### src/rtl/bf8b_pkg.sv
// rtl/bf8b_pkg.sv - shared fetch FSM encoding and default widths for the prefetch queue
package bf8b_pkg;

    localparam int DEPTH_DEF  = 4;
    localparam int ADDR_W_DEF = 8;
    localparam int INST_W_DEF = 16;

    typedef enum logic [1:0] {
        IDLE   = 2'd0,
        REQ_HI = 2'd1,
        REQ_LO = 2'd2,
        DRAIN  = 2'd3
    } fetch_state_t;

endpackage

### src/rtl/inst_fifo.sv
// rtl/inst_fifo.sv - synchronous instruction FIFO with registered head and flush
module inst_fifo #(
    parameter int DEPTH  = 4,
    parameter int DATA_W = 24
) (
    input  logic              clk,
    input  logic              rst_n,
    input  logic              flush,
    input  logic              push,
    input  logic [DATA_W-1:0] push_data,
    input  logic              pop,
    output logic              head_valid,
    output logic [DATA_W-1:0] head_data,
    output logic              full,
    output logic              empty
);

    localparam int AW    = $clog2(DEPTH);
    localparam int PTR_W = AW + 1;

    logic [DATA_W-1:0] store [DEPTH];
    logic [PTR_W-1:0]  wr_ptr;
    logic [PTR_W-1:0]  rd_ptr;
    logic [PTR_W-1:0]  wr_ptr_n;
    logic [PTR_W-1:0]  rd_ptr_n;
    logic              do_push;
    logic              do_pop;

    assign empty = (wr_ptr == rd_ptr);
    assign full  = (wr_ptr[AW-1:0] == rd_ptr[AW-1:0]) && (wr_ptr[AW] != rd_ptr[AW]);

    // Pops from an empty queue are ignored; a push into a full queue only lands alongside a pop
    always_comb begin
        do_pop   = pop && !empty;
        do_push  = push && (!full || do_pop);
        wr_ptr_n = wr_ptr + {{(PTR_W-1){1'b0}}, do_push};
        rd_ptr_n = rd_ptr + {{(PTR_W-1){1'b0}}, do_pop};
    end

    // Entry storage; no reset needed since validity is carried by the pointers
    always_ff @(posedge clk) begin
        if (do_push) begin
            store[wr_ptr[AW-1:0]] <= push_data;
        end
    end

    // Pointers and the registered head; the head takes the pushed word when it becomes the only entry
    always_ff @(posedge clk) begin
        if (!rst_n || flush) begin
            wr_ptr     <= '0;
            rd_ptr     <= '0;
            head_valid <= 1'b0;
            head_data  <= '0;
        end else begin
            wr_ptr     <= wr_ptr_n;
            rd_ptr     <= rd_ptr_n;
            head_valid <= (wr_ptr_n != rd_ptr_n);
            if (do_push && (wr_ptr == rd_ptr_n)) begin
                head_data <= push_data;
            end else begin
                head_data <= store[rd_ptr_n[AW-1:0]];
            end
        end
    end

endmodule

### src/rtl/inst_prefetch.sv
// rtl/inst_prefetch.sv - instruction prefetch queue; INST_PREFETCH_STATS_EN adds stat_flush_cnt
module inst_prefetch
    import bf8b_pkg::*;
#(
    parameter int DEPTH  = DEPTH_DEF,
    parameter int ADDR_W = ADDR_W_DEF,
    parameter int INST_W = INST_W_DEF
) (
    input  logic              clk,
    input  logic              rst_n,
    output logic              mem_req,
    output logic [ADDR_W-1:0] mem_addr,
    input  logic              mem_ready,
    input  logic [7:0]        mem_data,
    input  logic              redirect,
    input  logic [ADDR_W-1:0] redirect_pc,
    output logic              inst_valid,
    output logic [INST_W-1:0] inst_out,
    output logic [ADDR_W-1:0] inst_pc,
`ifdef INST_PREFETCH_STATS_EN
    output logic [7:0]        stat_flush_cnt,
`endif
    input  logic              inst_take
);

    localparam int DATA_W = INST_W + ADDR_W;
    localparam logic [ADDR_W-1:0] PC_ONE = ADDR_W'(1);
    localparam logic [ADDR_W-1:0] PC_TWO = ADDR_W'(2);

    fetch_state_t      state;
    fetch_state_t      state_n;
    logic [ADDR_W-1:0] fpc;
    logic [ADDR_W-1:0] fpc_n;
    logic [ADDR_W-1:0] addr_n;
    logic [ADDR_W-1:0] drain_pc;
    logic [ADDR_W-1:0] drain_pc_n;
    logic [7:0]        hi;
    logic [7:0]        hi_n;
    logic              push;
    logic              pop;
    logic              fifo_full;
    logic              fifo_empty;
    logic [DATA_W-1:0] head_data;

    // Fetch state register
    always_ff @(posedge clk) begin
        if (!rst_n) begin
            state <= IDLE;
        end else begin
            state <= state_n;
        end
    end

    // Next state, request outputs and datapath updates; a redirect overrides any push or pop
    always_comb begin
        state_n    = state;
        fpc_n      = fpc;
        addr_n     = mem_addr;
        drain_pc_n = drain_pc;
        hi_n       = hi;
        push       = 1'b0;
        pop        = inst_take && !redirect;
        mem_req    = (state != IDLE);
        case (state)
            IDLE: begin
                if (redirect) begin
                    fpc_n = redirect_pc;
                end else if (!fifo_full) begin
                    state_n = REQ_HI;
                    addr_n  = fpc;
                end
            end
            REQ_HI, REQ_LO: begin
                if (redirect) begin
                    if (mem_ready) begin
                        state_n = IDLE;
                        fpc_n   = redirect_pc;
                    end else begin
                        state_n    = DRAIN;
                        drain_pc_n = redirect_pc;
                    end
                end else if (mem_ready) begin
                    if (state == REQ_HI) begin
                        hi_n    = mem_data;
                        state_n = REQ_LO;
                        addr_n  = fpc + PC_ONE;
                    end else begin
                        push    = 1'b1;
                        fpc_n   = fpc + PC_TWO;
                        state_n = IDLE;
                    end
                end
            end
            DRAIN: begin
                if (redirect) begin
                    drain_pc_n = redirect_pc;
                end
                if (mem_ready) begin
                    state_n = IDLE;
                    fpc_n   = redirect ? redirect_pc : drain_pc;
                end
            end
            default: begin
                state_n = IDLE;
            end
        endcase
    end

    // Fetch PC, request address, saved redirect target and high-byte latch
    always_ff @(posedge clk) begin
        if (!rst_n) begin
            fpc      <= '0;
            mem_addr <= '0;
            drain_pc <= '0;
            hi       <= '0;
        end else begin
            fpc      <= fpc_n;
            mem_addr <= addr_n;
            drain_pc <= drain_pc_n;
            hi       <= hi_n;
        end
    end

    inst_fifo #(
        .DEPTH  (DEPTH),
        .DATA_W (DATA_W)
    ) u_fifo (
        .clk        (clk),
        .rst_n      (rst_n),
        .flush      (redirect),
        .push       (push),
        .push_data  ({hi, mem_data, fpc}),
        .pop        (pop),
        .head_valid (inst_valid),
        .head_data  (head_data),
        .full       (fifo_full),
        .empty      (fifo_empty)
    );

    assign inst_out = head_data[DATA_W-1:ADDR_W];
    assign inst_pc  = head_data[ADDR_W-1:0];

`ifdef INST_PREFETCH_STATS_EN
    logic       discard;
    logic [7:0] flush_cnt;

    // A redirect counts only when it throws away a queued entry or a byte fetch in progress
    assign discard = redirect && (!fifo_empty || state == REQ_HI || state == REQ_LO);

    // Saturating count of discarding redirects
    always_ff @(posedge clk) begin
        if (!rst_n) begin
            flush_cnt <= '0;
        end else if (discard && flush_cnt != 8'hFF) begin
            flush_cnt <= flush_cnt + 8'd1;
        end
    end

    assign stat_flush_cnt = flush_cnt;
`endif

endmodule
### config.mk
export PLATFORM = sky130hd
export DESIGN_NAME = inst_prefetch
export DESIGN_NICKNAME = d
export VERILOG_FILES = /design/src/rtl/bf8b_pkg.sv /design/src/rtl/inst_fifo.sv /design/src/rtl/inst_prefetch.sv
export SDC_FILE = /design/constraint.sdc
export NUM_CORES = 1
export LEC_CHECK = 0
export ABC_AREA = 1
export BUFFER_PORTS_ARGS = -buffer_cell sky130_fd_sc_hd__clkbuf_2
export CAP_MARGIN = 0
export CORE_MARGIN = 3
export CORE_UTILIZATION = 60
export DETAILED_ROUTE_END_ITERATION = 6
export PLACE_DENSITY = 0.88
export SLEW_MARGIN = 30
export SYNTH_ARGS = -nofsm -noshare
export SYNTH_HDL_FRONTEND = slang
export SYNTH_SLANG_ARGS = --single-unit
export TNS_END_PERCENT = 100
### constraint.sdc
create_clock -name clk -period 4.1 [get_ports clk]
set_input_delay 0.41 -clock clk [delete_from_list [all_inputs] [get_ports clk]]
set_output_delay 0.41 -clock clk [all_outputs]
set_load 0.02 [all_outputs]
======== Word level (Yosys, flattened, before mapping) ========
Memory sizes are Yosys's and may differ from the RTL's.
Index checks and enable logic that the tools add are counted.
word-level totals
  output and inout bits ................... 34
  memories kept ........................... 1
  bits in writable memories ............... 96
  input bits .............................. 21
  flip-flop bits (word level) ............. 65
  word-level logic and storage cells ...... 87
operators by class
  bitwise logic cells ..................... 1
  equal/unequal tests ..................... 19
  muxes and demuxes ....................... 32
  add/sub/neg operators ................... 4
  reduce and logical (&&, ||, !) cells .... 21
memory list
  memory        words  bits a word  read ports  clocked after memory_dff  wr ports  RTL line         source
  u_fifo.store  4      24           1           0                         1         inst_fifo.sv:21  logic [DATA_W-1:0] store [DEPTH];
operators with widths
  kind                                           count
  2-to-1 mux 8 bit                               14
  one-hot mux 8 bit (2 select lines)             2
  2-to-1 mux 24 bit                              1
  one-hot mux 8 bit (3 select lines)             1
  != test 2 bit, second input constant           9
  2-to-1 mux 2 bit                               7
  AND reduction 4 bit                            3
  adder 8 x 1 -> 8 bit, second input constant    1
  adder 8 x 2 -> 8 bit, second input constant    1
  adder 3 x 1 -> 3 bit                           2
  == test 3 bit                                  2
  2-to-1 mux 1 bit                               6
  != test 3 bit, second input constant           2
  one-hot mux 2 bit (3 select lines)             1
  AND reduction 6 bit                            1
  nonzero test 2 bit                             3
  logical AND 1 bit                              5
  == test 2 bit, second input constant           2
  logical NOT 1 bit                              4
  != test 3 bit                                  1
  AND reduction 3 bit                            1
  == test 2 x 1 -> 1 bit, second input constant  1
  == test 2 bit                                  1
  logical NOT 2 bit                              1
  other kinds (4)                                5

======== Depth between registers and ports, before layout ========
  depth after elaboration ................. 8
  depth in mapped cells ................... 19
  mapped depth without buffers ............ 17

======== Cells and area by module ========
From an unflattened synthesis, not the netlist that was laid out.
second synthesis, totals
  cells, all modules ...................... 749
  area, all modules ....................... 7040.5 sq um
by module, submodules not included
  module         cells each  times used  sequential area each (sq um)  area each (sq um)
  inst_fifo      461         1           3503.4                        5042.3
  inst_prefetch  288         1           680.7                         1998.2

======== Worst setup path after synthesis ========
No wires, ideal clock.
  path type ............................... register -> register
  start point ............................. reg state[0]
  end point ............................... mem u_fifo.store[2][0] (enable)
  clock period less this slack ............ 3505 ps
  data arrival time ....................... 3070 ps
  setup time .............................. 435 ps
  buffers on the path ..................... 1
  slack ................................... 595 ps
  cell stages (with the launch flop) ...... 10
  data required time ...................... 3665 ps
  cell sequence ........................... dfxtp_1 -> inv_1 -> ha_1 -> buf_4 -> inv_2 -> nor2_4 -> inv_2 -> nor3_4 -> nand2_1 -> nor3_1
between the ends
  cells in the longest elaborated chain, start to end .. 8
  elaborated cells between the ends (all ways) .. 10
  those cells by class .................... eq/ne (2); mux (6); reduce/logical (2)
ends and longest elaborated chain
  element                                     RTL line                                  source
  start: declaration                          inst_prefetch.sv:30                       fetch_state_t state;
  start signal: assignment                    inst_prefetch.sv:50                       state <= state_n;
  == test 2 x 1 -> 1 bit                      inst_prefetch.sv:64, inst_prefetch.sv:83
  2-to-1 mux 1 bit                            inst_prefetch.sv:83                       if (state == REQ_HI) begin
  2-to-1 mux 1 bit                            inst_prefetch.sv:82                       end else if (mem_ready) begin
  2-to-1 mux 1 bit                            inst_prefetch.sv:74                       if (redirect) begin
  2-to-1 mux 1 bit (*)                        inst_prefetch.sv:64                       case (state)
  logical AND 1 bit (*)                       inst_fifo.sv:35                           do_push = push && (!full || do_pop);
  2-to-1 mux 1 bit (*)                        inst_fifo.sv:42                           if (do_push) begin
  2-to-1 mux 1 bit (implied by the code) (*)  inst_fifo.sv:43                           store[wr_ptr[AW-1:0]] <= push_data;
  end: declaration                            inst_fifo.sv:21
Mark *: on every way between the ends. The rest lies on a longest branch, timed or not.

======== Worst setup path in the final report ========
  start point ............................. reg u_fifo.wr_ptr[1]
  end point ............................... reg u_fifo.head_data[4]
between the ends
  cells in the longest elaborated chain, start to end .. 7
  elaborated cells between the ends (all ways) .. 13
  those cells by class .................... add/sub (1); eq/ne (3); mux (1); reduce/logical (7); memory (1)
ends and longest elaborated chain
  element                                                                           RTL line         source
  start: declaration                                                                inst_fifo.sv:22  logic [PTR_W-1:0] wr_ptr;
  start signal: assignment                                                          inst_fifo.sv:55  wr_ptr <= wr_ptr_n;
  == test 3 bit (*)                                                                 inst_fifo.sv:29  assign empty = (wr_ptr == rd_ptr);
  logical NOT 1 bit (*)                                                             inst_fifo.sv:34  do_pop = pop && !empty;
  logical AND 1 bit (*)                                                             inst_fifo.sv:34
  adder 3 x 1 -> 3 bit (*)                                                          inst_fifo.sv:37  rd_ptr_n = rd_ptr + {{(PTR_W-1){1'b0}}, do_pop};
  named net u_fifo.rd_ptr_n[1]                                                      inst_fifo.sv:25  logic [PTR_W-1:0] rd_ptr_n;
  parallel branches: the longest is 2 deep, another holds memory read (4 x 24 bit)  -
  2-to-1 mux 24 bit (*)                                                             inst_fifo.sv:58  if (do_push && (wr_ptr == rd_ptr_n)) begin
  end signal: assignment                                                            inst_fifo.sv:59  head_data <= push_data;
  end signal: assignment                                                            inst_fifo.sv:61  head_data <= store[rd_ptr_n[AW-1:0]];
  end: declaration                                                                  inst_fifo.sv:13  output logic [DATA_W-1:0] head_data,
Mark *: on every way through the listed nets, which the timed path passes.
A chain may end at the register's enable or synchronous reset.

==> results.tsv <==
stage	metric	value	unit
outcome	status	complete, no violations	
pwr	power_density	583	mW/mm^2
routing	first_pass_iters	6	
timing	setup_ws	0.948	ns
timing	slew_violations	0	
place	dp_hpwl	9510	microns
critical_path	ff2ff_path_depth	14	
synth	synth-adder-area-share	0.0195	
global_route	grt_pass1_wl	25600	microns
critical_path	critPathKind	flip-flop to flip-flop	
clocking	clk_latency	0.42	ns
die	dieArea	0.0131	sq mm
place	gp_congestion	0.876	
die	io_pins	55	
global_route	track_usage	0.251	
synth	ys_warn_count	0	
routing	remaining_drc_errors	0	
timing	hold_viol	0	
synth	synth_seq_cells	161	
synth	synth_compound_area_frac	0.116	
critical_path	cp_max_fo	37	
flow_run	max-cap-violations	0	
final_layout	area_growth	13.5	%
synth	synthCells	789	
synth	netlist_area	0.00706	sq mm
global_route	antenna_found_initial	0	
timing	tightest_slew	0.798	ns
global_route	overflow	0	
synth	syn_area_per_cell	8.94	sq um
synth	yosys.area_share.simple	0.184	
timing	clock.fmax	317	MHz
routing	routed.top_layer	met4	
worst_hold_path	hold_end	u_fifo.store[1][10]	
clocking	cts_sinks	161	
place	preCtsSetupSlack	0.965	ns
clocking	cts.hold.buffers_added	0	
clocking	tritoncts	yes	
routing	vias	5610	
critical_path	cp-end-kind	flip-flop	
synth	synth_xor_area_frac	0.0112	
global_route	grt_pass1_vias	5360	
clocking	cts_resized	0	
routing	vias_per_cell	5.64	
routing	wirelength	15800	microns
critical_path	worst-endpoint-arrival	3.50	ns
timing	finalSetupViolCount	0	
final_layout	final_cell_mix	nand2_1, nor2_1, edfxtp_1	
die	die_width	114	microns
clocking	cts.clk_slew.worst_paths	0.07	ns
global_route	grt_max_degree	40	
clocking	clockBufferDepth	2	
synth	synth_fp_nets	821	
critical_path	crit_required	4.45	ns
final_layout	fin_nets	874	
clocking	postCtsSetupBuffers	0	
final_layout	layout-drive-gt1-share	0.133	
critical_path	r2r_end	u_fifo.head_data[4]	
routing	wl_met2	7730	microns
worst_hold_path	holdCritPathClass	input port to flip-flop	
routing	drtIter0Drc	525	
timing	slew_headroom	0.467	
clocking	cts_buffers	17	
timing	fin_tns_setup	0	ns
worst_hold_path	hold_start	mem_data[2]	
timing	rsz0062_at_grt	false	
routing	drt-met1-wl	6490	microns
critical_path	start_kind	flip-flop	
timing	min_period	3.15	ns
clocking	cts_root_buffer	clkbuf_16	
timing	period_share	0.769	
worst_hold_path	min_path_cells	1	
synth	ys_seq_area_frac	0.593	
die	initial_core_util	0.632	
critical_path	ff2ff_setup_slack	0.95	ns
synth	synthMuxAreaShare	0	
routing	wl_per_cell	15.9	microns
routing	ant_nets	0	
routing	wl_met3	1290	microns
pwr	p_leak	0.00348	uW
timing	timing.hold.ws	0.249	ns
critical_path	worst_r2r_startpoint	u_fifo.wr_ptr[1]	
final_layout	layout_commonest_cell	nand2_1	
pwr	vdd_drop_max	0.436	mV
synth	synth_cell_types	30	
place	io_buffer_count	54	
timing	finClkSkew	0.00858	ns
final_layout	diodes	0	
clocking	htree_num_levels	4	
die	die_h	114	microns
die	placementRows	38	
synth	synth_top_family_by_area	simple AND/OR/NAND/NOR gates	
die	coreArea	0.0112	sq mm
-- worst max-delay path, cell delays in order, from the launching register on --
cell and delay (ns):
dfxtp_1 0.40, xnor2_1 0.37, nand2_1 0.09, o21bai_1 0.17, inv_1 0.08, ha_1 0.21, ha_1 0.51, nand2_1 0.11
nand2_1 0.09, nand2_1 0.07, nor2_2 0.20, nand3_4 0.39, nand2_1 0.17, nand2_1 0.07, nor2_1 0.14
-- how the worst max path moves through the flow --
stage                                start              endpoint  slack [ns]  cells after the start
after detailed placement          redirect  u_fifo.head_data[23]        0.97                     14
after CTS                 u_fifo.wr_ptr[1]   u_fifo.head_data[0]        1.01                     14
after global placement            redirect   u_fifo.head_data[0]        1.09                     15
final                     u_fifo.wr_ptr[1]   u_fifo.head_data[4]        0.95                     14
after global routing      u_fifo.wr_ptr[1]   u_fifo.head_data[0]        0.68                     14
after floorplan                   state[0]    u_fifo.store[2][0]        0.59                      9
-- logic make-up (layout without fill, tap and decap cells) --
group,count (synthesis),after routing
xor gates and xnor gates,9,9
DFF,161,161
buffers and inverters,134,200
and+or+nand+nor,318,318
adders and majority gates,11,11
AOI/OAI and AO/OA,156,156
-- state kept, by name, summed over array words and instances (netlist names), 3 cells and up --
name	cells
u_fifo.store	96
u_fifo.head_data	24
drain_pc	8
fpc	8
hi	8
mem_addr	8
u_fifo.rd_ptr	3
u_fifo.wr_ptr	3
-- final cells by class --
class,count,area (sq um)
repair buffers,70,390
fillers,771,3170
clock buffers,21,450
multi-input cells,494,2360
well taps,140,175
flip-flops and latches,161,4180
clock inverters,11,82.6
inverters,98,368
-- cell usage after synthesis --
master	instances	area, sq um
a21oi_1	36	180
a31oi_1	2	12.5
a41oi_1	1	8.76
buf_2	14	70.1
buf_4	1	7.51
buf_6	2	22.5
clkbuf_1	19	71.3
dfxtp_1	65	1300
edfxtp_1	96	2880
ha_1	11	138
inv_1	93	349
inv_2	5	18.8
nand2_1	151	567
nand3_1	15	75.1
nand3_4	1	17.5
nand4_1	12	75.1
nand4_2	1	12.5
nor2_1	130	488
nor2_2	1	6.26
nor2_4	1	11.3
nor3_1	4	20.0
nor3_4	1	16.3
o21a_1	1	7.51
o21ai_0	89	445
o21ai_1	2	10.0
o21bai_1	1	7.51
o22ai_1	24	150
or2_2	1	6.26
xnor2_1	5	43.8
xor2_1	4	35.0
-- routing by layer --
layer | vias to the layer above | track usage
met2 | 276 | 0.403
met1 | 2591 | 0.325
met3 | 33 | 0.0603
li1 | 2710 | -
met5 | - | 0
met4 | 0 | 0.111
-- metrics by stage --
stage	area [sq um]	power [uW]	instances	util
global route	8010	4920	995	0.717
global placement	7470	3230	963	0.669
detailed placement	7470	3260	963	0.669
floorplan	7060	2950	789	-
CTS	8010	4670	995	0.717
finish	8010	4670	995	0.717
-- power by group --
group          switching (uW)  internal, uW
sequential                172          1950
combinational             765           360
clock                     627           794
total                    1560          3100
Power figures use the tool's default switching activity.
